**src/rtl/spi_eeprom_arbiter_pkg.sv**
```systemverilog
// Shared types and helpers for the SPI EEPROM bus arbiter.
package spi_arb_pkg;
  typedef enum logic [1:0] {IDLE, GRANT, ACTIVE, GUARD} state_t;

  localparam int DEF_NUM_MASTERS = 2;
  localparam int DEF_NUM_DEV     = 4;
  localparam int DEF_SEL_W       = 2;

  function automatic int clog2(input int v);
    int r;
    r = 0;
    while ((1 << r) < v) r++;
    return r;
  endfunction
endpackage

```
**src/rtl/spi_eeprom_arbiter_if.sv**
```systemverilog
// Master-side request/SPI lines and the shared EEPROM bus, bundled for the arbiter.
interface spi_arb_if import spi_arb_pkg::*; #(
  parameter int NUM_MASTERS = DEF_NUM_MASTERS,
  parameter int NUM_DEV     = DEF_NUM_DEV,
  parameter int SEL_W       = DEF_SEL_W
) ();
  logic [NUM_MASTERS-1:0]       req;
  logic [NUM_MASTERS*SEL_W-1:0] sel;
  logic [NUM_MASTERS-1:0]       cs_n_m;
  logic [NUM_MASTERS-1:0]       sclk_m;
  logic [NUM_MASTERS-1:0]       sdout_m;
  logic                         SDIN;
  logic                         SCLK;
  logic                         SDOUT;
  logic [NUM_DEV-1:0]           CSe;
  logic [NUM_MASTERS-1:0]       sdin_m;
  logic [NUM_MASTERS-1:0]       grant;
  logic                         busy;
  logic                         timeout;

  modport slave (
    input  req, sel, cs_n_m, sclk_m, sdout_m, SDIN,
    output SCLK, SDOUT, CSe, sdin_m, grant, busy, timeout
  );

  modport master (
    output req, sel, cs_n_m, sclk_m, sdout_m, SDIN,
    input  SCLK, SDOUT, CSe, sdin_m, grant, busy, timeout
  );
endinterface

```
**src/rtl/spi_eeprom_arbiter_rr_arbiter.sv**
```systemverilog
// Combinational round-robin pick: first eligible requester at or after ptr, one-hot plus index.
module rr_arbiter import spi_arb_pkg::*; #(
  parameter int N  = 2,
  parameter int IW = (clog2(N) < 1) ? 1 : clog2(N)
) (
  input  logic [N-1:0]  req,
  input  logic [N-1:0]  mask,
  input  logic [IW-1:0] ptr,
  output logic [N-1:0]  win,
  output logic [IW-1:0] win_idx,
  output logic          found
);
  int idx;

  always_comb begin
    win     = '0;
    win_idx = '0;
    found   = 1'b0;
    idx     = 0;
    for (int k = 0; k < N; k++) begin
      idx = (int'(ptr) + k) % N;
      if (!found && req[IW'(idx)] && mask[IW'(idx)]) begin
        found         = 1'b1;
        win_idx       = IW'(idx);
        win[IW'(idx)] = 1'b1;
      end
    end
  end
endmodule

```
**src/rtl/spi_eeprom_arbiter.sv**
```systemverilog
// Round-robin SPI bus arbiter with held multi-frame grant, guard gap and CS decode.
// Optional CS-low watchdog with per-master lockout under `SPI_ARB_TIMEOUT_EN.
module spi_eeprom_arbiter import spi_arb_pkg::*; #(
  parameter int          NUM_MASTERS    = DEF_NUM_MASTERS,
  parameter int          NUM_DEV        = DEF_NUM_DEV,
  parameter int          SEL_W          = DEF_SEL_W,
  parameter int          GUARD_CYCLES   = 2,
  parameter logic        CPOL           = 1'b0,
  parameter int unsigned TIMEOUT_CYCLES = 65535
) (
  input logic      clk,
  input logic      rst,
  spi_arb_if.slave bus
);
  localparam int IW    = (clog2(NUM_MASTERS) < 1) ? 1 : clog2(NUM_MASTERS);
  localparam int GLAST = (GUARD_CYCLES > 0) ? GUARD_CYCLES - 1 : 0;

  if (NUM_MASTERS < 2 || (1 << SEL_W) < NUM_DEV || TIMEOUT_CYCLES == 0) begin : g_bad_cfg
    $error("spi_eeprom_arbiter: unsupported parameter combination");
  end

  state_t                 state;
  logic [NUM_MASTERS-1:0] grant_q;
  logic [IW-1:0]          gidx;
  logic [IW-1:0]          ptr;
  logic [SEL_W-1:0]       sel_q;
  logic [15:0]            gcnt;
  logic [NUM_MASTERS-1:0] win;
  logic [NUM_MASTERS-1:0] elig;
  logic [IW-1:0]          win_idx;
  logic                   found;
  logic                   cs_g;
  logic                   req_g;
  logic                   granted;

  assign cs_g    = bus.cs_n_m[gidx];
  assign req_g   = bus.req[gidx];
  assign granted = |grant_q;

  rr_arbiter #(.N(NUM_MASTERS), .IW(IW)) u_rr (
    .req     (bus.req),
    .mask    (elig),
    .ptr     (ptr),
    .win     (win),
    .win_idx (win_idx),
    .found   (found)
  );

`ifdef SPI_ARB_TIMEOUT_EN
  logic [31:0]            to_cnt;
  logic [NUM_MASTERS-1:0] lockout;
  logic                   timeout_q;
  logic                   to_hit;

  assign to_hit      = (state == ACTIVE) && !cs_g && (to_cnt == TIMEOUT_CYCLES - 1);
  assign elig        = ~lockout;
  assign bus.timeout = timeout_q;

  // Lockout holds until the offending master is seen with req low.
  always_ff @(posedge clk) begin
    if (rst) begin
      to_cnt    <= '0;
      lockout   <= '0;
      timeout_q <= 1'b0;
    end else begin
      timeout_q <= 1'b0;
      lockout   <= lockout & bus.req;
      if (state == GRANT && !cs_g) to_cnt <= '0;
      else if (state == ACTIVE)    to_cnt <= to_cnt + 32'd1;
      if (to_hit) begin
        timeout_q     <= 1'b1;
        lockout[gidx] <= 1'b1;
      end
    end
  end
`else
  assign elig        = '1;
  assign bus.timeout = 1'b0;
`endif

  always_ff @(posedge clk) begin
    if (rst) begin
      state   <= IDLE;
      grant_q <= '0;
      gidx    <= '0;
      ptr     <= '0;
      sel_q   <= '0;
      gcnt    <= '0;
    end else begin
      case (state)
        IDLE: if (found) begin
          grant_q <= win;
          gidx    <= win_idx;
          sel_q   <= bus.sel[win_idx*SEL_W +: SEL_W];
          ptr     <= (win_idx == IW'(NUM_MASTERS - 1)) ? '0 : win_idx + 1'b1;
          state   <= GRANT;
        end
        GRANT: begin
          if (!cs_g) state <= ACTIVE;
          else if (!req_g) begin
            state   <= GUARD;
            grant_q <= '0;
            gcnt    <= '0;
          end
        end
        ACTIVE: begin
          if (cs_g) state <= GRANT;
`ifdef SPI_ARB_TIMEOUT_EN
          else if (to_hit) begin
            state   <= GUARD;
            grant_q <= '0;
            gcnt    <= '0;
          end
`endif
        end
        GUARD: begin
          if (gcnt == 16'(GLAST)) state <= IDLE;
          else gcnt <= gcnt + 16'd1;
        end
        default: state <= IDLE;
      endcase
    end
  end

  // Bus side is a pure mux on the registered grant: no added latency.
  assign bus.grant  = grant_q;
  assign bus.busy   = (state != IDLE);
  assign bus.SCLK   = granted ? bus.sclk_m[gidx]  : CPOL;
  assign bus.SDOUT  = granted ? bus.sdout_m[gidx] : 1'b0;
  assign bus.sdin_m = grant_q & {NUM_MASTERS{bus.SDIN}};

  always_comb begin
    bus.CSe = '1;
    if (state == GRANT || state == ACTIVE) begin
      for (int d = 0; d < NUM_DEV; d++) begin
        if (sel_q == SEL_W'(d)) bus.CSe[d] = cs_g;
      end
    end
  end
endmodule
```
**src/flat_wrapper.sv**
```systemverilog
// flat-port wrapper written by rule: the top's interface ports become plain ports
module spi_eeprom_arbiter_flat import spi_arb_pkg::*;
#(
  parameter int          NUM_MASTERS    = DEF_NUM_MASTERS,
  parameter int          NUM_DEV        = DEF_NUM_DEV,
  parameter int          SEL_W          = DEF_SEL_W,
  parameter int          GUARD_CYCLES   = 2,
  parameter logic        CPOL           = 1'b0,
  parameter int unsigned TIMEOUT_CYCLES = 65535
)
  (clk, rst, bus_req, bus_sel, bus_cs_n_m, bus_sclk_m, bus_sdout_m, bus_SDIN, bus_SCLK, bus_SDOUT, bus_CSe, bus_sdin_m, bus_grant, bus_busy, bus_timeout);
  spi_arb_if #(.NUM_MASTERS(NUM_MASTERS), .NUM_DEV(NUM_DEV), .SEL_W(SEL_W)) bus_i ();
  input logic clk;
  input logic rst;
  input wire logic [$bits(bus_i.req)-1:0] bus_req;
  input wire logic [$bits(bus_i.sel)-1:0] bus_sel;
  input wire logic [$bits(bus_i.cs_n_m)-1:0] bus_cs_n_m;
  input wire logic [$bits(bus_i.sclk_m)-1:0] bus_sclk_m;
  input wire logic [$bits(bus_i.sdout_m)-1:0] bus_sdout_m;
  input wire logic [$bits(bus_i.SDIN)-1:0] bus_SDIN;
  output wire logic [$bits(bus_i.SCLK)-1:0] bus_SCLK;
  output wire logic [$bits(bus_i.SDOUT)-1:0] bus_SDOUT;
  output wire logic [$bits(bus_i.CSe)-1:0] bus_CSe;
  output wire logic [$bits(bus_i.sdin_m)-1:0] bus_sdin_m;
  output wire logic [$bits(bus_i.grant)-1:0] bus_grant;
  output wire logic [$bits(bus_i.busy)-1:0] bus_busy;
  output wire logic [$bits(bus_i.timeout)-1:0] bus_timeout;
  assign bus_i.req = bus_req;
  assign bus_i.sel = bus_sel;
  assign bus_i.cs_n_m = bus_cs_n_m;
  assign bus_i.sclk_m = bus_sclk_m;
  assign bus_i.sdout_m = bus_sdout_m;
  assign bus_i.SDIN = bus_SDIN;
  assign bus_SCLK = bus_i.SCLK;
  assign bus_SDOUT = bus_i.SDOUT;
  assign bus_CSe = bus_i.CSe;
  assign bus_sdin_m = bus_i.sdin_m;
  assign bus_grant = bus_i.grant;
  assign bus_busy = bus_i.busy;
  assign bus_timeout = bus_i.timeout;
  spi_eeprom_arbiter #(.NUM_MASTERS(NUM_MASTERS), .NUM_DEV(NUM_DEV), .SEL_W(SEL_W), .GUARD_CYCLES(GUARD_CYCLES), .CPOL(CPOL), .TIMEOUT_CYCLES(TIMEOUT_CYCLES)) u_core (.clk(clk), .rst(rst), .bus(bus_i));
endmodule
```
**config.mk**
```make
export PLATFORM = sky130hd
export DESIGN_NAME = spi_eeprom_arbiter_flat
export DESIGN_NICKNAME = d
export VERILOG_FILES = /design/src/rtl/spi_eeprom_arbiter_pkg.sv /design/src/rtl/spi_eeprom_arbiter_if.sv /design/src/rtl/spi_eeprom_arbiter_rr_arbiter.sv /design/src/rtl/spi_eeprom_arbiter.sv /design/src/flat_wrapper.sv
export SDC_FILE = /design/constraint.sdc
export NUM_CORES = 1
export LEC_CHECK = 0
export ABC_AREA = 1
export CAP_MARGIN = 5
export CORE_MARGIN = 1
export CORE_UTILIZATION = 31
export DETAILED_ROUTE_END_ITERATION = 8
export GPL_ROUTABILITY_DRIVEN = 0
export SLEW_MARGIN = 30
export SYNTH_ARGS = -nofsm -noshare
export SYNTH_HDL_FRONTEND = slang
export SYNTH_SLANG_ARGS = --single-unit
```
**constraint.sdc**
```tcl
create_clock -name clk -period 2.9 [get_ports clk]
set_input_delay 0.58 -clock clk [delete_from_list [all_inputs] [get_ports clk]]
set_output_delay 0.58 -clock clk [all_outputs]
set_load 0.02 [all_outputs]
```
## Yosys cells after proc, flatten, opt, wreduce, memory -nomap -nowiden

Index checks and enable logic that the tools add are counted.

| operators by class | value |
|---|---|
| add/subtract/negate cells | 3 |
| $lt $le $gt $ge | 5 |
| equality and inequality tests | 14 |
| shifts and indexed selects | 1 |
| multiplexer cells | 48 |
| bitwise operators | 2 |
| reduce and logical (&&, ||, !) cells | 17 |

Operators with widths:

| cell | number |
|---|---|
| two-way mux 16 bit | 3 |
| case mux 16 bit (2 select lines) | 1 |
| two-way mux 1 bit | 29 |
| two-way mux 2 bit | 10 |
| adder 16 x 1 -> 16 bit, second input constant | 1 |
| == test 16 x 1 -> 1 bit, second input constant | 1 |
| AND reduction 4 bit | 3 |
| == test 2 bit, second input constant | 4 |
| inequality test 2 x 1 -> 1 bit, second input constant | 4 |
| case mux 2 bit (4 select lines) | 1 |
| less-than comparator 1 x 3 -> 1 bit, second input constant | 2 |
| nonzero test 2 bit | 3 |
| logical AND 1 bit | 5 |
| == test 2 x 1 -> 1 bit, second input constant | 2 |
| logical NOT 2 bit | 2 |
| two-way mux 4 bit | 1 |
| inequality test 2 bit, second input constant | 2 |
| case mux 2 bit (2 select lines) | 1 |
| indexed part select 4 x 3 -> 2 bit | 1 |
| inequality test 3 bit, second input constant | 1 |
| adder 1 bit, second input constant | 2 |
| AND 2 bit | 1 |
| demux 1 bit (select 1 bit) | 2 |
| greater-or-equal comparator 1 bit, second input constant | 2 |
| other kinds (6) | 6 |

| word-level totals | value |
|---|---|
| bits in registers | 24 |
| bits of input ports | 15 |

## Depth between registers and ports, before layout

| depth | value |
|---|---|
| depth after elaboration | 11 |
| depth in mapped cells | 11 |
| depth with buffers taken out | 10 |

## Cells and area by module

Synthesis repeated with hierarchy kept, for this count alone.

| unflattened totals | value |
|---|---|
| cell total of the unflattened synthesis | 290 |
| area, all modules | 1770.4 um2 |

Modules (own cells, without submodules):

| module | times used | cells an instance | area an instance (um2) | seq. area each (um2) |
|---|---|---|---|---|
| spi_eeprom_arbiter | 1 | 283 | 1740.4 | 480.5 |
| rr_arbiter | 1 | 7 | 30.0 | 0.0 |

## Worst setup path before layout

Ideal clock, no wire load.

| timing | value |
|---|---|
| path type | input port to output port |
| start point | input port bus_cs_n_m[1] |
| end point | output port bus_CSe[0] |
| arrival time | 1034 ps |
| data required time | 2320 ps |
| slack | 1286 ps |
| cell stages on the path | 4 |
| cell sequence | nand2_1 nand2_1 inv_1 nand4_1 |

| between the ends | value |
|---|---|
| longest elaborated chain between the ends | 4 |

Ends and longest elaborated chain:

| element | RTL line | text |
|---|---|---|
| from (decl) | flat_wrapper.sv:17 | `input wire logic [$bits(bus_i.cs_n_m)-1:0] bus_cs_n_m;` |
| two-way mux 1 bit (not written as such) (2 in series) | spi_eeprom_arbiter.sv:36 | `assign cs_g = bus.cs_n_m[gidx];` |
| two-way mux 1 bit | spi_eeprom_arbiter.sv:136 | `if (sel_q == SEL_W'(d)) bus.CSe[d] = cs_g;` |
| two-way mux 4 bit | spi_eeprom_arbiter.sv:134 | `if (state == GRANT \|\| state == ACTIVE) begin` |
| to (decl) | flat_wrapper.sv:23 | `output wire logic [$bits(bus_i.CSe)-1:0] bus_CSe;` |

Every way passes these cells. The select of a mux whose other input is x is not followed.

## Worst setup path in the final report

| timing | value |
|---|---|
| start point | input port bus_cs_n_m[1] |
| end point | output port bus_CSe[3] |

The elaborated chain is that of the path after synthesis.

==> results.yml <==
yosys:
  async_flop_share: 0
  synth-seq-cells: 23
  netlist_top_cells_area: "dfxtp_1, nand2_1, nor2_1"
  synth_warnings: 0
  seq_area_frac_synth: 0.2659
  synth.distinct_cells: 26
  synth_ff_type: "dfxtp_1"
  synth_edf_count: 0
  synth_most_common_cell: "nand2_1"
  syn_area_per_cell_um2: 5.971
  syn_inst: 290
  netlist.area_leader.share: 0.2659
  synth_area_leader_cell: "dfxtp_1"
  ys_top_cells_by_count: "nand2_1, nor2_1, inv_1, dfxtp_1"
  synth_area_um2: 1732
drt:
  wl_per_cell_um: 10.64
  detail-route-antenna-nets: 0
  remaining_drc_errors: 0
  drtPass1Iterations: 4
  drt_iter0_markers: 106
  routed_wirelength_mm: 4.054
  vias: 1734
  vias_per_cell: 4.551
power_and_ir_drop:
  p_total_mw: 1.651
  power_density_nw_per_um2: 814.5
  ir_drop_mv: 0.4224
  power.leakage_nw: 0.9006
global_route:
  grtUsageMet2: 0.2563
  use_met3: 0.01786
  grt_overflow: 0
  grt_max_degree: 19
  antenna_found_initial: 0
  grt_pass1_wl_mm: 7.383
  track_usage: 0.1526
  grt.busiest_layer: "met2"
  met1_usage: 0.2003
  grt_pass1_vias: 1676
critical_path:
  critPathRequiredTime_ps: 2320
  arrival_ps: 2000
  cp-end-kind: "output pin"
  critPathMaxStageDelay_ps: 610
  slowest_stage: "clkdlybuf4s50_1"
  cp_cell_sequence: "clkdlybuf4s50_1, nand2_1, nand2_1, inv_1, nand4_1, clkdlybuf4s50_1"
  worst-setup-path-type: "input port to output pin"
  cp-start-kind: "input port"
  path_max_fanout: 5
  reg2reg_slack_ps: 950
floorplan:
  pin_count: 27
  dieArea_um2: 5889
  fp-row-count: 26
  fp.coreArea_um2: 5238
  start_util: 0.3306
  die_w_um: 76.74
  dieHeight_um: 76.74
layout:
  drive_gt1_frac: 0.05145
  areaGrowthSynthToFinish_pct: 17.05
  utilization: 0.3870
  n_antenna_cell: 0
  nNetsFinal: 333
clock_network:
  clk_latency_ps: 270
  cts.sinks: 23
  path_clk_slew_ps: 90
  postCtsSetupBuffers: 0
  tritoncts: "built"
  cts_root_buf: "clkbuf_8"
  cts_max_level: 1
  clockBufferDepth: 2
  cts-resized-gates: 0
  cts_made_buffers: 3
  hold_buffers: 0
sta:
  hold_viol_final: 0
  rsz0062_at_grt: "no"
  tightestPinTransition_ps: 593.8
  max_slew_margin: 0.6037
  setup_viol: 0
  min_period_ps: 2580
  tns_ps: 0
  drv_slew: 0
  skew_ps: 4.795
  fin_crit_sh: 0.8898
  timing.hold.ws_ps: 543.4
  fmax_mhz: 387.5
placed_design:
  place_hpwl_mm: 2.975
  portBuffers: 23
run:
  max-cap-violations: 0
worst_hold_path:
  worstHoldPathType: "flip-flop to flip-flop"
run_status:
  status: "finished clean"
==> per-layer routing <==
| metal | up-vias | routed length (µm) |
|---|---|---|
| li1 | 943 | - |
| met1 | 755 | 2038 |
| met2 | 31 | 1782 |
| met3 | 5 | 175 |
| met4 | 0 | 57 |
| met5 | - | 0 |
==> layout make-up <==
type,instances,area [µm²]
clock buffer,4,45.04
fill,564,3211
inverter,44,165.2
multi-input combinational,216,1031
sequential,23,460.4
tap,70,87.58
timing repair buffer,24,237.7
==> registers in the layout, summed over array words and instances (netlist names) <==
signal and count:
u_core.bus.grant 1, u_core.sel_q 2, u_core.state 2, u_core.ptr 1
u_core.gcnt 16, u_core.gidx 1
==> worst max-delay path: cells and delay by family <==
kind	cells	cell delay, ps
simple gates	3	250
buf+inv	3	1170
==> cells by family (layout without fill, tap and decap cells) <==
logic type | after synthesis | in the layout | share of synthesized area
AOI/OAI and AO/OA | 21 | 21 | 0.07153
adders and majority gates | 6 | 6 | 0.04335
buffers and inverters | 53 | 72 | 0.1431
DFF | 23 | 23 | 0.2659
other | 1 | 3 | 0.002166
and+or+nand+nor | 186 | 186 | 0.4740
==> power breakdown <==
part	switching (mW)	total [mW]	leakage, nW	internal (mW)
registers	0.0906	0.495	0.188	0.404
clock network	0.115	0.213	0.0228	0.0986
logic	0.608	0.943	0.690	0.335
total	0.814	1.65	0.901	0.837
==> through the flow <==
stage          std cells  area, µm²  setup WS (ps)
6_report             381       2027          319.6
5_1_grt              381       2027          232.4
4_1_cts              381       2027          308.6
3_5_place_dp         377       1982          330.6
3_3_place_gp         377       1982          339.0
2_1_floorplan        292       1739           1286
==> layout by cell type (no fill, tap or decap), types with 3 or more instances in the layout <==
master	n
nand3_1	17
clkdlybuf4s50_1	23
inv_1	41
o21ai_0	9
ha_1	6
dfxtp_1	23
a21oi_2	3
a21oi_1	5
conb_1	3
nand4_1	17
nor2_1	53
nor3_1	4
nand2_1	87
clkbuf_8	3
==> path summary, 6_finish.rpt <==
check,start,to,cells past startpoint
worst max-delay path,bus_cs_n_m[1],bus_CSe[3],6
worst min register to register,u_core.sel_q[1]$_SDFFE_PP0P_,u_core.sel_q[1]$_SDFFE_PP0P_,2
worst min-delay path,u_core.sel_q[1]$_SDFFE_PP0P_,u_core.sel_q[1]$_SDFFE_PP0P_,2
worst max register to register,u_core.state[1]$_SDFFE_PP0P_,u_core.gcnt[10]$_SDFFE_PP0P_,7
Note: power is estimated with default switching activity, not from simulation.
